### config.mk
export PLATFORM = sky130hd
export DESIGN_NAME = gray_fifo_ctrl
export DESIGN_NICKNAME = d
export VERILOG_FILES = /design/src/rtl/gray_fifo_pkg.sv /design/src/rtl/gray_ptr.sv /design/src/rtl/gray_fifo_ctrl.sv
export SDC_FILE = /design/constraint.sdc
export NUM_CORES = 1
export LEC_CHECK = 0
export ABC_AREA = 1
export BUFFER_PORTS_ARGS = -buffer_cell sky130_fd_sc_hd__buf_2
export CAP_MARGIN = 20
export CORE_AREA = 2 2 60 62
export CTS_CLUSTER_DIAMETER = 120
export CTS_CLUSTER_SIZE = 25
export DETAILED_ROUTE_END_ITERATION = 6
export DIE_AREA = 0 0 62 64
export HOLD_SLACK_MARGIN = 0.02
export PLACE_DENSITY_LB_ADDON = 0.08
export SETUP_SLACK_MARGIN = 0.5
export SYNTH_ARGS = -nofsm -noshare
export SYNTH_HDL_FRONTEND = slang
export SYNTH_SLANG_ARGS = --single-unit
export TNS_END_PERCENT = 100
### constraint.sdc
create_clock -name clk -period 1.95 [get_ports clk]
set_clock_uncertainty 0.05 [all_clocks]
set_input_delay 0.0975 -clock clk [delete_from_list [all_inputs] [get_ports clk]]
set_output_delay 0.0975 -clock clk [all_outputs]
set_load 0.005 [all_outputs]
### src/rtl/gray_fifo_pkg.sv
// Shared constants and the binary-to-Gray helper for the Gray-pointer FIFO controller.
package gray_fifo_pkg;
  localparam int DEF_ADDR_WIDTH  = 4;
  localparam int DEF_AFULL_LEVEL = 12;
  localparam int GRAY_MAXW       = 32;

  function automatic logic [GRAY_MAXW-1:0] bin2gray(input logic [GRAY_MAXW-1:0] b);
    return b ^ (b >> 1);
  endfunction
endpackage

### src/rtl/gray_ptr.sv
// Binary pointer with a registered Gray shadow; Gray is computed from the next binary value
// so both registers always describe the same position.
module gray_ptr
  import gray_fifo_pkg::*;
#(
  parameter int W = 5
) (
  input  logic         clk,
  input  logic         reset_n,
  input  logic         inc,
  output logic [W-1:0] bin_o,
  output logic [W-1:0] gray_o
);
  logic [W-1:0] bin_q, bin_d, gray_q;

  assign bin_d = bin_q + W'(inc);

  always_ff @(posedge clk or negedge reset_n) begin
    if (!reset_n) begin
      bin_q  <= '0;
      gray_q <= '0;
    end else begin
      bin_q  <= bin_d;
      gray_q <= W'(bin2gray(GRAY_MAXW'(bin_d)));
    end
  end

  assign bin_o  = bin_q;
  assign gray_o = gray_q;
endmodule

### src/rtl/gray_fifo_ctrl.sv
// Single-clock FIFO controller for an external async-read RAM with Gray-coded pointers.
// Define GRAY_FIFO_CTRL_ERR_EN to build the sticky write-while-full flag.
module gray_fifo_ctrl
  import gray_fifo_pkg::*;
#(
  parameter int ADDR_WIDTH  = DEF_ADDR_WIDTH,
  parameter int AFULL_LEVEL = DEF_AFULL_LEVEL
) (
  input  logic                  clk,
  input  logic                  reset_n,
  input  logic                  wr_valid,
  output logic                  wr_ready,
  output logic                  rd_valid,
  input  logic                  rd_ready,
  output logic                  wr_en,
  output logic [ADDR_WIDTH-1:0] wr_addr,
  output logic [ADDR_WIDTH-1:0] rd_addr,
  output logic [ADDR_WIDTH:0]   wr_ptr_gray,
  output logic [ADDR_WIDTH:0]   rd_ptr_gray,
  output logic [ADDR_WIDTH:0]   count,
  output logic                  full,
  output logic                  empty,
  output logic                  almost_full,
  output logic                  err_overflow
);
  localparam int PW = ADDR_WIDTH + 1;

  logic [PW-1:0] wr_bin, rd_bin;
  logic          push, pop;

  assign push = wr_valid & ~full;
  assign pop  = rd_ready & ~empty;

  gray_ptr #(.W(PW)) u_wr_ptr (
    .clk    (clk),
    .reset_n(reset_n),
    .inc    (push),
    .bin_o  (wr_bin),
    .gray_o (wr_ptr_gray)
  );

  gray_ptr #(.W(PW)) u_rd_ptr (
    .clk    (clk),
    .reset_n(reset_n),
    .inc    (pop),
    .bin_o  (rd_bin),
    .gray_o (rd_ptr_gray)
  );

  // Wrap bits distinguish full from empty when the address bits coincide.
  assign empty       = (wr_bin == rd_bin);
  assign full        = (wr_bin[ADDR_WIDTH] != rd_bin[ADDR_WIDTH]) &&
                       (wr_bin[ADDR_WIDTH-1:0] == rd_bin[ADDR_WIDTH-1:0]);
  assign count       = wr_bin - rd_bin;
  assign almost_full = (count >= PW'(AFULL_LEVEL));
  assign wr_ready    = ~full;
  assign rd_valid    = ~empty;
  assign wr_en       = push;
  assign wr_addr     = wr_bin[ADDR_WIDTH-1:0];
  assign rd_addr     = rd_bin[ADDR_WIDTH-1:0];

`ifdef GRAY_FIFO_CTRL_ERR_EN
  logic err_q;
  always_ff @(posedge clk or negedge reset_n) begin
    if (!reset_n)              err_q <= 1'b0;
    else if (wr_valid & full)  err_q <= 1'b1;
  end
  assign err_overflow = err_q;
`else
  assign err_overflow = 1'b0;
`endif
endmodule

After elaboration in Yosys (flattened, before gate mapping)
Cells that the tools add are included.

Register bits: 20. Word-level logic and storage cells: 18. Output and inout port bits: 30.

$lt $le $gt $ge: 1. $add $sub $neg: 3. Equal/unequal tests: 3. Bitwise gates (word level): 6. Reduce and logical (&&, ||, !) cells: 1.

Operators by type and width (count): 5-bit by 1-bit adder with 5-bit output (2); 5-bit by 4-bit XOR with 5-bit output (2); 5-bit equality test (1); 5-bit by 4-bit >= comparator with 1-bit output (second input constant) (1); 5-bit subtractor (1); 4-bit equality test (1); 1-bit AND (2); 1-bit inverter (2); 1-bit logical AND (1); 1-bit inequality test (1).

Longest topological paths before layout
Depth in word-level cells: 6. Mapped depth: 13.

Cells and area by module
From an unflattened synthesis, not the netlist that was laid out.

Cells, all modules: 113. Area total of the unflattened synthesis: 983.4 µm².

Modules (own cells, without submodules): gray_ptr (cells each 36, area each 372.9 µm², instances 2); gray_fifo_ctrl (cells each 41, area each 237.7 µm², instances 1).

Least setup slack after synthesis
Ideal clock, no wire load.

Path kind: register to register. Start point: register u_rd_ptr.bin_q[2], in the netlist u_rd_ptr.bin_o[2]. End point: register u_wr_ptr.gray_q[2], in the netlist u_wr_ptr.gray_o[2]. Setup slack: -0.292 ns. Arrival time: 2.076 ns. Cell stages (with the launch flop): 12. Setup time: 0.116 ns. Period minus slack after synthesis: 2.242 ns. Buffers on the path: 0. Path through: dfrtp_1 -> inv_1 -> ha_1 -> nand4_1 -> nor2_1 -> nor2_1 -> ha_1 -> ha_1 -> xor2_1 -> inv_1 -> nand2_1 -> nand2_1.

Word-level cells in the longest chain between the ends: 6.

RTL lines: from (decl) (line gray_ptr.sv:14) `logic [W-1:0] bin_q, bin_d, gray_q;`; from (signal assigned) (line gray_ptr.sv:23) `bin_q <= bin_d;`; 4-bit equality test (line gray_fifo_ctrl.sv:53) `(wr_bin[ADDR_WIDTH-1:0] == rd_bin[ADDR_WIDTH-1:0]);`; 1-bit logical AND (line gray_fifo_ctrl.sv:52) `assign full = (wr_bin[ADDR_WIDTH] != rd_bin[ADDR_WIDTH]) &&`; via full (line gray_fifo_ctrl.sv:21) `output logic full,`; 1-bit inverter (line gray_fifo_ctrl.sv:31) `assign push = wr_valid & ~full;`; 1-bit AND (line gray_fifo_ctrl.sv:31); via wr_en (line gray_fifo_ctrl.sv:15) `output logic wr_en,`; 5-bit by 1-bit adder with 5-bit output (line gray_ptr.sv:16) `assign bin_d = bin_q + W'(inc);`; via u_wr_ptr.bin_d[2] (line gray_ptr.sv:14); 5-bit by 4-bit XOR with 5-bit output (line gray_fifo_pkg.sv:8) `return b ^ (b >> 1);`; to (signal assigned) (line gray_ptr.sv:24) `gray_q <= W'(bin2gray(GRAY_MAXW'(bin_d)));`; to (decl) (line gray_ptr.sv:14).

The timed path passes the listed nets, and every way through them passes these cells.

Worst setup path after layout
Start point: register u_wr_ptr.bin_q[1], in the netlist u_wr_ptr.bin_o[1]. End point: output almost_full.

Word-level cells in the longest chain between the ends: 2.

RTL lines: from (decl) (line gray_ptr.sv:14); from (signal assigned) (line gray_ptr.sv:23); 5-bit subtractor (line gray_fifo_ctrl.sv:54) `assign count = wr_bin - rd_bin;`; 5-bit by 4-bit >= comparator with 1-bit output (line gray_fifo_ctrl.sv:55) `assign almost_full = (count >= PW'(AFULL_LEVEL));`; to (decl) (line gray_fifo_ctrl.sv:23) `output logic almost_full,`.

Every way passes these cells.

==> flow_summary.yaml <==
clock_tree:
  htree_levels: 1
  cts_root_buf: "clkbuf_4"
  path_clk_slew_ps: 110
  cts_tree: "built"
  clock-sinks: 18
  worstSkewPairLatency_ps: 300
  cts_buffers: 3
  ctsLongestPathBuffers: 2
power_and_ir_drop:
  pwr-share-comb_pct: 76.2
  p_seq_share_pct: 18.6
  power.internal_w: 0.00221
  swShare_pct: 41.7
  powerDensity_nw_per_um2: 2250
  power_leakage_nw: 0.799
  peakVddDrop_mv: 1.35
  power_frac_clock_pct: 5.2
  switching_power_w: 0.00159
  p_total_w: 0.00380
critical_path:
  critical_path_arrival_ps: 1850
  cp-start-kind: "flip-flop"
  cp_num_buf_inv: 3
  cpMostUsedCell: "nand2_1"
  worstSetupPathType: "reg -> out"
  max_stage_delay_ps: 410
  cp_cell_sequence: "buf_6 -> inv_4 -> fa_2 -> nand3b_1 -> nand2_1 -> nand2_1 -> nand2_2 -> nand2_1 -> buf_2"
  cp_top_family: "simple AND/OR/NAND/NOR gates"
  crit_required_ps: 1800
  critical_path.max_fanout: 3
  endpoint_kind: "output port"
  slowest_stage: "dfrtp_2"
synth:
  synth_fp_nets: 113
  synth_area_per_cell_um2: 9.55
  ys_seq_area_share_pct: 47.2
  syn_area_um2: 955
  yosys_warnings: 0
  synthCells: 100
  ys_types: 16
  synth.ff_latch_count: 18
place:
  portBuffers: 32
  post-place-cells: 192
  place_ws_ps: -36.4
  hpwl_mm: 1.69
  gp_congestion: 0.768
routing:
  drt_iter0_drc: 10
  wl_met2_mm: 1.19
  antenna_left: 0
  highest_layer: "met4"
  wl_met1_mm: 1.03
  vias: 817
  drc: 0
  wl_per_cell_um: 11.6
  firstDrtPassIters: 4
  drt-total-wl_mm: 2.37
  wl_met3_um: 134
  viasPerCell: 4.00
die:
  die_w_um: 62
  initial_core_util_pct: 29.1
  die_area_um2: 3970
  rows: 21
  io_pins: 34
  die_y_um: 64
  coreArea_um2: 3280
sta:
  hold_viol: 0
  finalCritPeriodShare_pct: 102
  setup_viol: 4
  slew_violations: 0
  max_freq_ghz: 0.501
  worst_slack_ps: -47.6
  fin_crit_ps: 2000
  rsz0062_at_grt: "yes"
finish:
  multi_input_area_um2: 691
  drive_above_1_share_pct: 65.2
  nets: 172
  seq_area_um2: 457
  instances_no_fill: 204
  n_fill_cell: 317
  diodes: 0
  area_growth_pct: 76.7
global_routing:
  grt_pass1_wl_mm: 3.82
  antenna_found_initial: 0
  grt_pass1_vias: 832
  grt_max_degree: 19
  grt_overflow: 0
  grt_usage_pct: 13.0
run_status:
  status: "finished with violations"
  violations: "setup timing"
worst_hold_path:
  min_path_type: "in -> reg"
run:
  cap_violations: 0
-- sequential cells by signal, summed over array words and instances, names as in the netlist --
register         cells
u_rd_ptr.bin_o       5
u_rd_ptr.gray_o      4
u_wr_ptr.bin_o       5
u_wr_ptr.gray_o      4
-- per-layer routing --
layer  global-route usage [%]  vias up
met3                     2.63        2
met2                     19.7       24
li1                         -      420
met5                        0        -
met4                     4.79        0
met1                     18.1      371
-- what timing repair did --
action                     in CTS  in global routing
pin swaps                      21                 13
setup buffers                   1                  6
gates resized for setup        22                 23
hold endpoints to repair       18                  0
setup endpoints to repair      28                 28
cloned                          0                  0
hold buffers                    1                  0
-- tightest hold or removal path: stages --
cell and delay, ps:
buf_2 80, inv_1 30, nor2_1 100, ha_2 170
-- worst paths after layout --
check | start | slack (ps) | endpoint | cells past startpoint
setup / recovery | u_wr_ptr.bin_o[1] | -50 | almost_full | 9
hold / removal | rd_ready | 170 | u_rd_ptr.bin_o[0] | 4
setup reg to reg | u_wr_ptr.bin_o[3] | 0 | u_rd_ptr.gray_o[1] | 8
hold reg to reg | u_wr_ptr.bin_o[4] | 630 | u_wr_ptr.bin_o[4] | 2
max in group asynchronous | reset_n | 1320 | u_rd_ptr.bin_o[1] | 2
min in group asynchronous | reset_n | 200 | u_wr_ptr.gray_o[2] | 2
-- cells in the final DEF (no fill, tap or decap), types with 3 or more instances in the layout --
cell type	n
inv_2	9
buf_4	17
inv_1	8
nand2_2	5
nand3_2	3
nand3_4	3
clkbuf_4	3
dfrtp_1	13
ha_4	7
xor2_4	3
xor2_1	8
nand2_1	15
buf_6	10
nor2_2	3
dfrtp_2	5
buf_2	27
-- metrics by stage --
step	instance area [um2]	hold WS [ps]	utilization (%)	TNS, ps
2_1_floorplan	1050	-248	-	-65.0
6_report	1690	166	51.4	-73.4
5_1_grt	1690	186	51.4	-981
3_5_place_dp	1380	11.8	41.9	-37.1
3_3_place_gp	1380	10.7	41.9	-5.69
4_1_cts	1550	155	47.2	-168
-- layout make-up --
type | instances | area share, %
clock buffer | 4 | 1.56
timing repair buffer | 55 | 22.8
multi-input combinational | 63 | 40.9
inverter | 18 | 4.15
sequential | 18 | 27.1
tap | 46 | 3.41
-- kinds of logic after synthesis --
family / count (synthesis) / share of synthesized area, %
AND/OR/NAND/NOR: 36 / 16.4
buffers and inverters: 19 / 7.86
flip-flops: 18 / 47.2
XOR/XNOR: 15 / 14.5
adder cells (fa/ha/maj): 9 / 12.6
AO/OA/AOI/OAI: 2 / 1.05
other: 1 / 0.393
-- power by group through the flow --
stage | combinational [W] | clock, W | sequential, W
after floorplan | 0.00111 | 0 | 0.000821
after global placement | 0.00212 | 0 | 0.000698
final | 0.00290 | 0.000199 | 0.000706
after detailed placement | 0.00212 | 0 | 0.000701
after CTS | 0.00242 | 0.000210 | 0.000702
after global routing | 0.00322 | 0.000228 | 0.000736
-- cell usage after synthesis (all sizes together) --
library cell  count  share of area [%]
nand2            20                7.9
fa                1                2.1
nand4             2                1.3
conb              1               0.39
nand3             8                4.2
inv              18                7.1
a21oi             2                1.0
ha                8                 10
xor2             11                 11
nand3b            1               0.79
and2              1               0.66
dfrtp            18                 47
buf               1               0.79
xnor2             4                3.7
nor2              4                1.6
No activity file was read; power rests on OpenSTA's default activity.
